**src/rtl/vga_dither_out_if.sv**
```systemverilog
// Pixel, sync and blanking bundle between the video controller (master)
// and the dither output stage (slave).
interface vga_dither_out_if #(
  parameter int OUT_BITS = 2
);
  logic [7:0]          r_i;
  logic [7:0]          g_i;
  logic [7:0]          b_i;
  logic                hsync_i;
  logic                vsync_i;
  logic                hblank_i;
  logic                vblank_i;
  logic                dither_en;
  logic [OUT_BITS-1:0] r_o;
  logic [OUT_BITS-1:0] g_o;
  logic [OUT_BITS-1:0] b_o;
  logic                hsync_o;
  logic                vsync_o;

  modport master (
    output r_i, g_i, b_i, hsync_i, vsync_i, hblank_i, vblank_i, dither_en,
    input  r_o, g_o, b_o, hsync_o, vsync_o
  );

  modport slave (
    input  r_i, g_i, b_i, hsync_i, vsync_i, hblank_i, vblank_i, dither_en,
    output r_o, g_o, b_o, hsync_o, vsync_o
  );
endinterface

```
**src/rtl/vga_dither_out.sv**
```systemverilog
// Two-stage output pipeline: 8-bit RGB reduced to OUT_BITS per channel with a 4x4
// ordered dither, syncs re-timed to match. Define DITHER_TEMPORAL_EN to shift the
// dither pattern every frame (4-frame cycle).
module vga_dither_out #(
  parameter int   OUT_BITS  = 2,
  parameter logic HSYNC_RST = 1'b0,
  parameter logic VSYNC_RST = 1'b0
) (
  input logic             clk,
  input logic             rst_n,
  vga_dither_out_if.slave bus
);

  localparam int SHIFT = 4 - OUT_BITS;

  function automatic logic [3:0] bayer(input logic [1:0] row, input logic [1:0] col);
    logic [3:0] t;
    case ({row, col})
      4'd0:    t = 4'd0;
      4'd1:    t = 4'd8;
      4'd2:    t = 4'd2;
      4'd3:    t = 4'd10;
      4'd4:    t = 4'd12;
      4'd5:    t = 4'd4;
      4'd6:    t = 4'd14;
      4'd7:    t = 4'd6;
      4'd8:    t = 4'd3;
      4'd9:    t = 4'd11;
      4'd10:   t = 4'd1;
      4'd11:   t = 4'd9;
      4'd12:   t = 4'd15;
      4'd13:   t = 4'd7;
      4'd14:   t = 4'd13;
      4'd15:   t = 4'd5;
      default: t = 4'd0;
    endcase
    return t;
  endfunction

  // Threshold is pre-scaled into the discarded LSBs; the 9th bit flags saturation.
  function automatic logic [OUT_BITS-1:0] quant(input logic [7:0] v, input logic [3:0] t);
    logic [8:0]          s;
    logic [OUT_BITS-1:0] q;
    s = {1'b0, v} + ({5'd0, t} << SHIFT);
    if (s[8]) begin
      q = {OUT_BITS{1'b1}};
    end else begin
      q = s[7 -: OUT_BITS];
    end
    return q;
  endfunction

  logic [1:0]          x_cnt_q, x_cnt_d;
  logic [1:0]          y_cnt_q, y_cnt_d;
  logic                hblank_q, vblank_q;
  logic [7:0]          r_q, g_q, b_q;
  logic [3:0]          t_q, t_d;
  logic                hsync_q, vsync_q;
  logic [OUT_BITS-1:0] r_o_q, g_o_q, b_o_q;
  logic                hsync_o_q, vsync_o_q;
  logic [1:0]          row_idx, col_idx;

`ifdef DITHER_TEMPORAL_EN
  logic [1:0]          frm_q, frm_d;

  // Frame counter advances on each rising edge of vertical blanking.
  always_comb begin
    frm_d = frm_q;
    if (bus.vblank_i && !vblank_q) begin
      frm_d = frm_q + 2'd1;
    end else begin
      frm_d = frm_q;
    end
  end
`endif

  // Pixel/line position tracker; blanking forces the matching counter to 0.
  always_comb begin
    x_cnt_d = x_cnt_q;
    y_cnt_d = y_cnt_q;
    if (bus.hblank_i) begin
      x_cnt_d = 2'd0;
    end else if (!bus.vblank_i) begin
      x_cnt_d = x_cnt_q + 2'd1;
    end else begin
      x_cnt_d = x_cnt_q;
    end
    if (bus.vblank_i) begin
      y_cnt_d = 2'd0;
    end else if (bus.hblank_i && !hblank_q) begin
      y_cnt_d = y_cnt_q + 2'd1;
    end else begin
      y_cnt_d = y_cnt_q;
    end
  end

  // Threshold selection for the pixel entering stage 1.
  always_comb begin
`ifdef DITHER_TEMPORAL_EN
    row_idx = y_cnt_q + {1'b0, frm_q[1]};
    col_idx = x_cnt_q + {1'b0, frm_q[0]};
`else
    row_idx = y_cnt_q;
    col_idx = x_cnt_q;
`endif
    if (bus.dither_en) begin
      t_d = bayer(row_idx, col_idx);
    end else begin
      t_d = 4'd0;
    end
  end

  // Stage 1: capture pixel, threshold, syncs and blanking; advance counters.
  always_ff @(posedge clk or negedge rst_n) begin
    if (!rst_n) begin
      x_cnt_q  <= 2'd0;
      y_cnt_q  <= 2'd0;
      hblank_q <= 1'b0;
      vblank_q <= 1'b0;
      r_q      <= 8'd0;
      g_q      <= 8'd0;
      b_q      <= 8'd0;
      t_q      <= 4'd0;
      hsync_q  <= HSYNC_RST;
      vsync_q  <= VSYNC_RST;
`ifdef DITHER_TEMPORAL_EN
      frm_q    <= 2'd0;
`endif
    end else begin
      x_cnt_q  <= x_cnt_d;
      y_cnt_q  <= y_cnt_d;
      hblank_q <= bus.hblank_i;
      vblank_q <= bus.vblank_i;
      r_q      <= bus.r_i;
      g_q      <= bus.g_i;
      b_q      <= bus.b_i;
      t_q      <= t_d;
      hsync_q  <= bus.hsync_i;
      vsync_q  <= bus.vsync_i;
`ifdef DITHER_TEMPORAL_EN
      frm_q    <= frm_d;
`endif
    end
  end

  // Stage 2: quantise, blank, and present registered outputs.
  always_ff @(posedge clk or negedge rst_n) begin
    if (!rst_n) begin
      r_o_q     <= {OUT_BITS{1'b0}};
      g_o_q     <= {OUT_BITS{1'b0}};
      b_o_q     <= {OUT_BITS{1'b0}};
      hsync_o_q <= HSYNC_RST;
      vsync_o_q <= VSYNC_RST;
    end else begin
      if (hblank_q || vblank_q) begin
        r_o_q <= {OUT_BITS{1'b0}};
        g_o_q <= {OUT_BITS{1'b0}};
        b_o_q <= {OUT_BITS{1'b0}};
      end else begin
        r_o_q <= quant(r_q, t_q);
        g_o_q <= quant(g_q, t_q);
        b_o_q <= quant(b_q, t_q);
      end
      hsync_o_q <= hsync_q;
      vsync_o_q <= vsync_q;
    end
  end

  assign bus.r_o     = r_o_q;
  assign bus.g_o     = g_o_q;
  assign bus.b_o     = b_o_q;
  assign bus.hsync_o = hsync_o_q;
  assign bus.vsync_o = vsync_o_q;

endmodule

```
**src/flat_wrapper.sv**
```systemverilog
// flat-port wrapper written by rule: the top's interface ports become plain ports
module vga_dither_out_flat 
#(
  parameter int   OUT_BITS  = 2,
  parameter logic HSYNC_RST = 1'b0,
  parameter logic VSYNC_RST = 1'b0
)
  (clk, rst_n, bus_r_i, bus_g_i, bus_b_i, bus_hsync_i, bus_vsync_i, bus_hblank_i, bus_vblank_i, bus_dither_en, bus_r_o, bus_g_o, bus_b_o, bus_hsync_o, bus_vsync_o);
  vga_dither_out_if #(.OUT_BITS(OUT_BITS)) bus_i ();
  input logic clk;
  input logic rst_n;
  input wire logic [$bits(bus_i.r_i)-1:0] bus_r_i;
  input wire logic [$bits(bus_i.g_i)-1:0] bus_g_i;
  input wire logic [$bits(bus_i.b_i)-1:0] bus_b_i;
  input wire logic [$bits(bus_i.hsync_i)-1:0] bus_hsync_i;
  input wire logic [$bits(bus_i.vsync_i)-1:0] bus_vsync_i;
  input wire logic [$bits(bus_i.hblank_i)-1:0] bus_hblank_i;
  input wire logic [$bits(bus_i.vblank_i)-1:0] bus_vblank_i;
  input wire logic [$bits(bus_i.dither_en)-1:0] bus_dither_en;
  output wire logic [$bits(bus_i.r_o)-1:0] bus_r_o;
  output wire logic [$bits(bus_i.g_o)-1:0] bus_g_o;
  output wire logic [$bits(bus_i.b_o)-1:0] bus_b_o;
  output wire logic [$bits(bus_i.hsync_o)-1:0] bus_hsync_o;
  output wire logic [$bits(bus_i.vsync_o)-1:0] bus_vsync_o;
  assign bus_i.r_i = bus_r_i;
  assign bus_i.g_i = bus_g_i;
  assign bus_i.b_i = bus_b_i;
  assign bus_i.hsync_i = bus_hsync_i;
  assign bus_i.vsync_i = bus_vsync_i;
  assign bus_i.hblank_i = bus_hblank_i;
  assign bus_i.vblank_i = bus_vblank_i;
  assign bus_i.dither_en = bus_dither_en;
  assign bus_r_o = bus_i.r_o;
  assign bus_g_o = bus_i.g_o;
  assign bus_b_o = bus_i.b_o;
  assign bus_hsync_o = bus_i.hsync_o;
  assign bus_vsync_o = bus_i.vsync_o;
  vga_dither_out #(.OUT_BITS(OUT_BITS), .HSYNC_RST(HSYNC_RST), .VSYNC_RST(VSYNC_RST)) u_core (.clk(clk), .rst_n(rst_n), .bus(bus_i));
endmodule
```
**config.mk**
```make
export PLATFORM = sky130hd
export DESIGN_NAME = vga_dither_out_flat
export DESIGN_NICKNAME = d
export VERILOG_FILES = /design/src/rtl/vga_dither_out_if.sv /design/src/rtl/vga_dither_out.sv /design/src/flat_wrapper.sv
export SDC_FILE = /design/constraint.sdc
export NUM_CORES = 1
export LEC_CHECK = 0
export ABC_AREA = 0
export BUFFER_PORTS_ARGS = -buffer_cell sky130_fd_sc_hd__buf_2
export CAP_MARGIN = 10
export CORE_MARGIN = 5
export CORE_UTILIZATION = 54
export DETAILED_ROUTE_END_ITERATION = 7
export HOLD_SLACK_MARGIN = 0.08
export PLACE_DENSITY = 0.93
export SYNTH_ARGS = -nofsm -noshare
export SYNTH_HDL_FRONTEND = slang
export SYNTH_SLANG_ARGS = --single-unit
```
**constraint.sdc**
```tcl
create_clock -name clk -period 4 [get_ports clk]
set_input_delay 0.4 -clock clk [delete_from_list [all_inputs] [get_ports clk]]
set_output_delay 0.4 -clock clk [all_outputs]
set_load 0.1 [all_outputs]
```
==> impl_metrics.py, run 1 <==
metrics = {
    "sta": {
        "final_max_slew_viol_count": 0,
        "slew_headroom": 0.476,
        "finClkSkew_ps": 3.26,
        "fin_ws_ps": 2520,
        "fin_crit_ps": 1480,
        "hold_viol_final": 0,
        "setup_viol": 0,
        "fmax_ghz": 0.674,
        "finalCritPeriodShare": 0.371,
        "tightest_slew_ps": 786,
        "finalSetupTns_ps": 0,
        "rsz0062_at_grt": "no",
    },
    "synth": {
        "synth_nets": 137,
        "syn-cell-area_um2": 1410,
        "synthTopCellsByArea": "dfrtp_1 67%, ha_1 8.0%, nor3_2 2.1%, o2bb2ai_2 2.1%, xor2_1 1.9%",
        "synth_cell_types": 26,
        "syn_inst": 97,
        "yosys_warnings": 0,
        "synth_edf_count": 0,
        "yosysSeqAreaShare": 0.673,
        "synth_most_common_cell": "dfrtp_1",
        "synth_top_area_share": 0.673,
        "synth-seq-cells": 38,
        "syn_area_per_cell_um2": 14.6,
        "synth_ff_type": "dfrtp_1",
        "synth_top_cell_by_area": "dfrtp_1",
        "async_reset_ff_frac": 1.00,
        "synth_commonest_cells": "38 x dfrtp_1, 9 x ha_1",
    },
    "clocking": {
        "path_clk_slew_ps": 100,
        "cts_setup_buffers": 0,
        "clk_latency_ps": 330,
        "root_buffer": "clkbuf_4",
        "numCtsBuffers": 5,
        "ctsResizeCount": 0,
        "cts_max_level": 2,
        "clockBufferDepth": 2,
        "tritoncts": "yes",
        "cts_hold_buf": 0,
        "clock_sinks": 38,
    },
    "route": {
        "vias": 857,
        "drtAntennaViolNets": 0,
        "drc": 0,
        "drtIter0Drc": 9,
        "wl_um": 2440,
        "drt_first_pass_iters": 4,
        "viasPerCell": 5.16,
        "routedWlPerCell_um": 14.7,
    },
    "global_route": {
        "grt_pass1_wl_um": 4240,
        "grt_use_total": 0.162,
        "first_global_vias": 980,
        "antenna_found_initial": 0,
        "grt_max_degree": 39,
        "grt-ovfl-total": 0,
    },
    "layout": {
        "syn_to_final_growth_pct": 19.8,
        "drive_above_1_share": 0.338,
        "fin_nets": 176,
        "antennaDiodeCount": 0,
        "fill_cells": 188,
    },
    "power": {
        "p_leak_uw": 0.000859,
        "vdd_drop_max_mv": 0.349,
        "intPower_uw": 582,
        "p_clk_frac": 0.336,
        "swShare": 0.245,
        "p_per_area_nw_per_um2": 455,
        "p_comb_frac": 0.124,
        "p_sw_uw": 188,
        "seqPwrFrac": 0.541,
    },
    "setup_path": {
        "worst_setup_path_end_kind": "output pin",
        "critPathTopFamily": "buffers and inverters",
        "cp_num_buf_inv": 1,
        "arrival_ps": 1080,
        "cp_max_fo": 1,
        "cp-start-kind": "flop",
        "max_stage_delay_ps": 420,
        "worstPathCellList": "buf_2",
        "worstPathRequired_ps": 3600,
        "worstSetupPathType": "reg -> out",
        "critPathSlowestCell": "buf_2",
    },
    "die": {
        "pin_count": 39,
        "rows": 18,
        "start_util": 0.565,
        "core_area_um2": 2500,
        "chipWidth_um": 61.1,
        "dieArea_um2": 3740,
        "die_h_um": 61.1,
    },
    "outcome": {
        "status": "finished, final reports clean",
    },
    "hold_path": {
        "hp-class": "in -> async",
    },
    "placed_design": {
        "gp_congestion": 0.723,
        "place_ws_ps": 2630,
        "portBuffers": 32,
        "hpwl_um": 1880,
    },
    "job": {
        "maxCapViolCount": 0,
    },
}
[power by group through the flow]
stage                     clock network (uW)  logic [uW]  registers [uW]
after detailed placement                   0        96.4             424
after global routing                     281         104             419
after floorplan                            0        33.7             452
final                                    259        95.2             416
after global placement                     0        90.0             423
after CTS                                268        96.8             417
[path summary, 6_finish.rpt]
check | start | end | slack (ps) | cells after the start
worst min register to register | u_core.vsync_q | u_core.bus.vsync_o | 360 | 0
min in group clk | bus_b_i[4] | u_core.b_q[4] | 170 | 1
worst max-delay path | u_core.bus.g_o[0] | bus_g_o[0] | 2520 | 1
max in group asynchronous | rst_n | u_core.col_idx[1] | 3370 | 1
worst max register to register | u_core.t_q[2] | u_core.bus.g_o[1] | 2620 | 4
worst min-delay path | rst_n | u_core.bus.b_o[1] | 140 | 1
[layer usage]
layer  up-vias  routed length [um]  global-route usage
met1       417                 901               0.163
met5         -                   0                   0
met3         6                 178              0.0503
met4         0                  28              0.0774
li1        411                   -                   -
met2        23                1330               0.301
[layout make-up]
class,count,area [um^2],share of cell area
flip-flops and latches,38,951,0.562
well taps,30,37.5,0.0222
clock buffers,6,51.3,0.0303
inverters,2,7.51,0.00444
repair buffers,32,160,0.0947
multi-input cells,57,454,0.268
clock inverters,1,30.0,0.0178
[state kept, by name, summed over array words and instances, names as in the netlist]
name and count:
u_core.g_q 6, u_core.bus.hsync_o 1, u_core.r_q 6, u_core.t_q 4, u_core.bus.b_o 2, u_core.hsync_q 1
u_core.bus.vsync_o 1, u_core.vsync_q 1, u_core.row_idx 2, u_core.bus.r_o 2, u_core.hblank_q 1, u_core.vblank_q 1
u_core.b_q 6, u_core.bus.g_o 2, u_core.col_idx 2
[placed cells by master (no fill, tap or decap), types with 3 or more instances in the layout]
cell type | Yosys | routed
and2_1 | 4 | 4
nand3b_1 | 3 | 3
o21ai_0 | 4 | 4
dfrtp_1 | 38 | 38
nand2_1 | 4 | 4
clkbuf_4 | 0 | 5
ha_1 | 9 | 9
nor2_1 | 4 | 4
xor2_1 | 3 | 3
nor3_2 | 3 | 3
buf_2 | 0 | 32
o21a_1 | 3 | 3
[metrics by stage]
stage / power, uW / std cells / util / area [um^2] / hold slack, ps
2_1_floorplan: 485 / 97 / - / 1410 / 104
3_3_place_gp: 513 / 159 / 0.644 / 1610 / 334
3_5_place_dp: 521 / 159 / 0.644 / 1610 / 343
4_1_cts: 782 / 166 / 0.677 / 1690 / 150
5_1_grt: 804 / 166 / 0.677 / 1690 / 135
6_report: 770 / 166 / 0.677 / 1690 / 138
[cell families after synthesis]
| logic type | Yosys count | synth area share |
|---|---|---|
| multiplexers | 2 | 0.0142 |
| AO/OA/AOI/OAI | 14 | 0.0788 |
| flip-flops | 38 | 0.673 |
| AND/OR/NAND/NOR | 27 | 0.118 |
| XOR/XNOR | 5 | 0.0310 |
| adder cells (fa/ha/maj) | 9 | 0.0797 |
| buffers and inverters | 2 | 0.00532 |
Power figures use the tool's default switching activity.
==> run 2: changes to the inputs <==
--- a/config.mk
+++ b/config.mk
@@ -9,10 +9,10 @@
 export BUFFER_PORTS_ARGS = -buffer_cell sky130_fd_sc_hd__buf_2
 export CAP_MARGIN = 10
 export CORE_MARGIN = 5
-export CORE_UTILIZATION = 54
+export CORE_UTILIZATION = 45
 export DETAILED_ROUTE_END_ITERATION = 7
 export HOLD_SLACK_MARGIN = 0.08
-export PLACE_DENSITY = 0.93
+export PLACE_DENSITY = 0.84
 export SYNTH_ARGS = -nofsm -noshare
 export SYNTH_HDL_FRONTEND = slang
 export SYNTH_SLANG_ARGS = --single-unit
==> constraint.sdc (replaced) <==
create_clock -name clk -period 1.19 [get_ports clk]
set_input_delay 0.119 -clock clk [delete_from_list [all_inputs] [get_ports clk]]
set_output_delay 0.119 -clock clk [all_outputs]
set_load 0.1 [all_outputs]
==> impl_metrics.py, run 2 (synthesis gave the netlist of run 1 again) <==
metrics = {
    "power": {
        "power_uw": 2480,
        "p_per_area_nw_per_um2": 1250,
        "p_clk_frac": 0.271,
        "p_sw_uw": 659,
        "seqPwrFrac": 0.565,
        "swShare": 0.265,
        "vdd_drop_max_mv": 1.00,
        "p_leak_uw": 0.000970,
        "p_comb_frac": 0.164,
        "intPower_uw": 1820,
    },
    "global_route": {
        "first_global_vias": 1043,
        "grt_max_degree": 22,
        "antenna_found_initial": 0,
        "grt_use_total": 0.153,
        "grt-ovfl-total": 0,
        "grt_pass1_wl_um": 4790,
    },
    "route": {
        "vias": 964,
        "wl_um": 2840,
        "drtAntennaViolNets": 0,
        "routedWlPerCell_um": 13.6,
        "wl_met3_um": 140,
        "wl_met2_um": 1560,
        "met1_length_um": 1100,
        "drtIter0Drc": 9,
        "drt_first_pass_iters": 4,
        "drc": 0,
        "maxUsedRoutingLayer": "met4",
        "viasPerCell": 4.63,
    },
    "sta": {
        "slew_headroom": 0.699,
        "fin_crit_ps": 1360,
        "finClkSkew_ps": 8.50,
        "finalSetupTns_ps": -770,
        "hold_viol_final": 0,
        "fmax_ghz": 0.734,
        "rsz0062_at_grt": "yes",
        "final_max_slew_viol_count": 0,
        "fin_ws_ps": -173,
        "finalCritPeriodShare": 1.15,
        "setup_viol": 6,
        "tightest_slew_ps": 451,
    },
    "setup_path": {
        "worst_setup_path_end_kind": "flop",
        "cp.depth": 4,
        "max_stage_delay_ps": 430,
        "worstSetupPathType": "reg -> reg",
        "worstPathRequired_ps": 1420,
        "critPathTopFamily": "compound AO/OA/AOI/OAI gates",
        "cp_num_buf_inv": 0,
        "arrival_ps": 1600,
        "worstPathCellList": "ha_1, a21oi_2, a21boi_1, o31a_1",
        "worst_r2r_path_depth": 4,
        "cp_max_fo": 3,
        "critPathSlowestCell": "dfrtp_1",
        "cp-start-kind": "flop",
    },
    "placed_design": {
        "hpwl_um": 2080,
        "portBuffers": 32,
        "gp_congestion": 0.744,
    },
    "die": {
        "rows": 20,
        "die_h_um": 66.0,
        "chipWidth_um": 66.0,
        "core_area_um2": 3030,
        "dieArea_um2": 4360,
        "pin_count": 39,
        "start_util": 0.467,
    },
    "layout": {
        "drive_above_1_share": 0.305,
        "fin_nets": 203,
        "largestRegisters": "u_core.b_q: 6 flops, u_core.g_q: 6 flops, u_core.r_q: 6 flops",
        "utilization": 0.656,
        "antennaDiodeCount": 0,
        "final_cell_mix": "38 x dfrtp_1, 24 x dlygate4sd3_1, 24 x buf_2, 10 x buf_4, 8 x ha_1",
        "fill_cells": 227,
        "final_common_cell": "dfrtp_1",
        "syn_to_final_growth_pct": 40.6,
    },
    "outcome": {
        "status": "complete, but fails checks",
        "violations": "setup timing",
    },
    "clocking": {
        "clockBufferDepth": 2,
        "clock_sinks": 38,
        "cts_max_level": 2,
        "tritoncts": "yes",
        "numCtsBuffers": 5,
        "path_clk_slew_ps": 110,
        "clk_latency_ps": 340,
        "root_buffer": "clkbuf_4",
    },
    "job": {
        "maxCapViolCount": 0,
    },
    "hold_path": {
        "hp-class": "in -> async",
    },
}
run 2: changes by cell type in the layout (fill, tap and decap cells not counted), sizes merged:
cell,change
dlygate4sd3,+24
clkbuf,+1
clkinv,+1
bufinv,-1
buf,+3
run 2: power groups by stage:
stage	Combinational [uW]	Sequential [uW]	Clock, uW
CTS	410	1400	704
floorplan	113	1520	0
global placement	319	1420	0
finish	407	1400	673
detailed placement	338	1430	0
global route	440	1410	774
run 2: layout make-up:
type                       count  area, um^2  share of cell area
sequential                    38         951               0.479
inverter                       2        7.51             0.00378
multi-input combinational     57         457               0.230
clock inverter                 1        5.00             0.00252
clock buffer                   7        55.1              0.0277
tap                           44        55.1              0.0277
timing repair buffer          59         455               0.229
run 2: path summary, 6_finish.rpt:
| kind | start | to | slack (ps) |
|---|---|---|---|
| max in group asynchronous | rst_n | u_core.vsync_q | 480 |
| max | u_core.t_q[2] | u_core.bus.g_o[1] | -170 |
| max reg2reg | u_core.t_q[2] | u_core.bus.g_o[1] | -170 |
| min in group clk | u_core.hsync_q | u_core.bus.hsync_o | 360 |
| min reg2reg | u_core.hsync_q | u_core.bus.hsync_o | 360 |
| min | rst_n | u_core.b_q[5] | 250 |
run 2: what timing repair did:
action,CTS,global route
pin swaps,2,0
hold buffers,24,0
gates resized for setup,10,0
endpoints found under the setup margin,14,6
endpoints found under the hold margin,68,0
buffers inserted,0,0
run 2: through the flow:
stage | hold WS (ps) | setup slack [ps] | instance area (um^2) | cells
final | 251 | -173 | 1990 | 208
after global routing | 275 | -242 | 1990 | 208
after CTS | 239 | -189 | 1990 | 208
after detailed placement | 86.4 | -165 | 1660 | 176
after global placement | 72.4 | -103 | 1660 | 176
after floorplan | -177 | -62.2 | 1410 | 97
run 2: layer usage:
layer,GRT usage,vias up
met4,0.0609,0
met2,0.265,23
met3,0.0527,6
met1,0.170,465
met5,0,-
li1,-,470
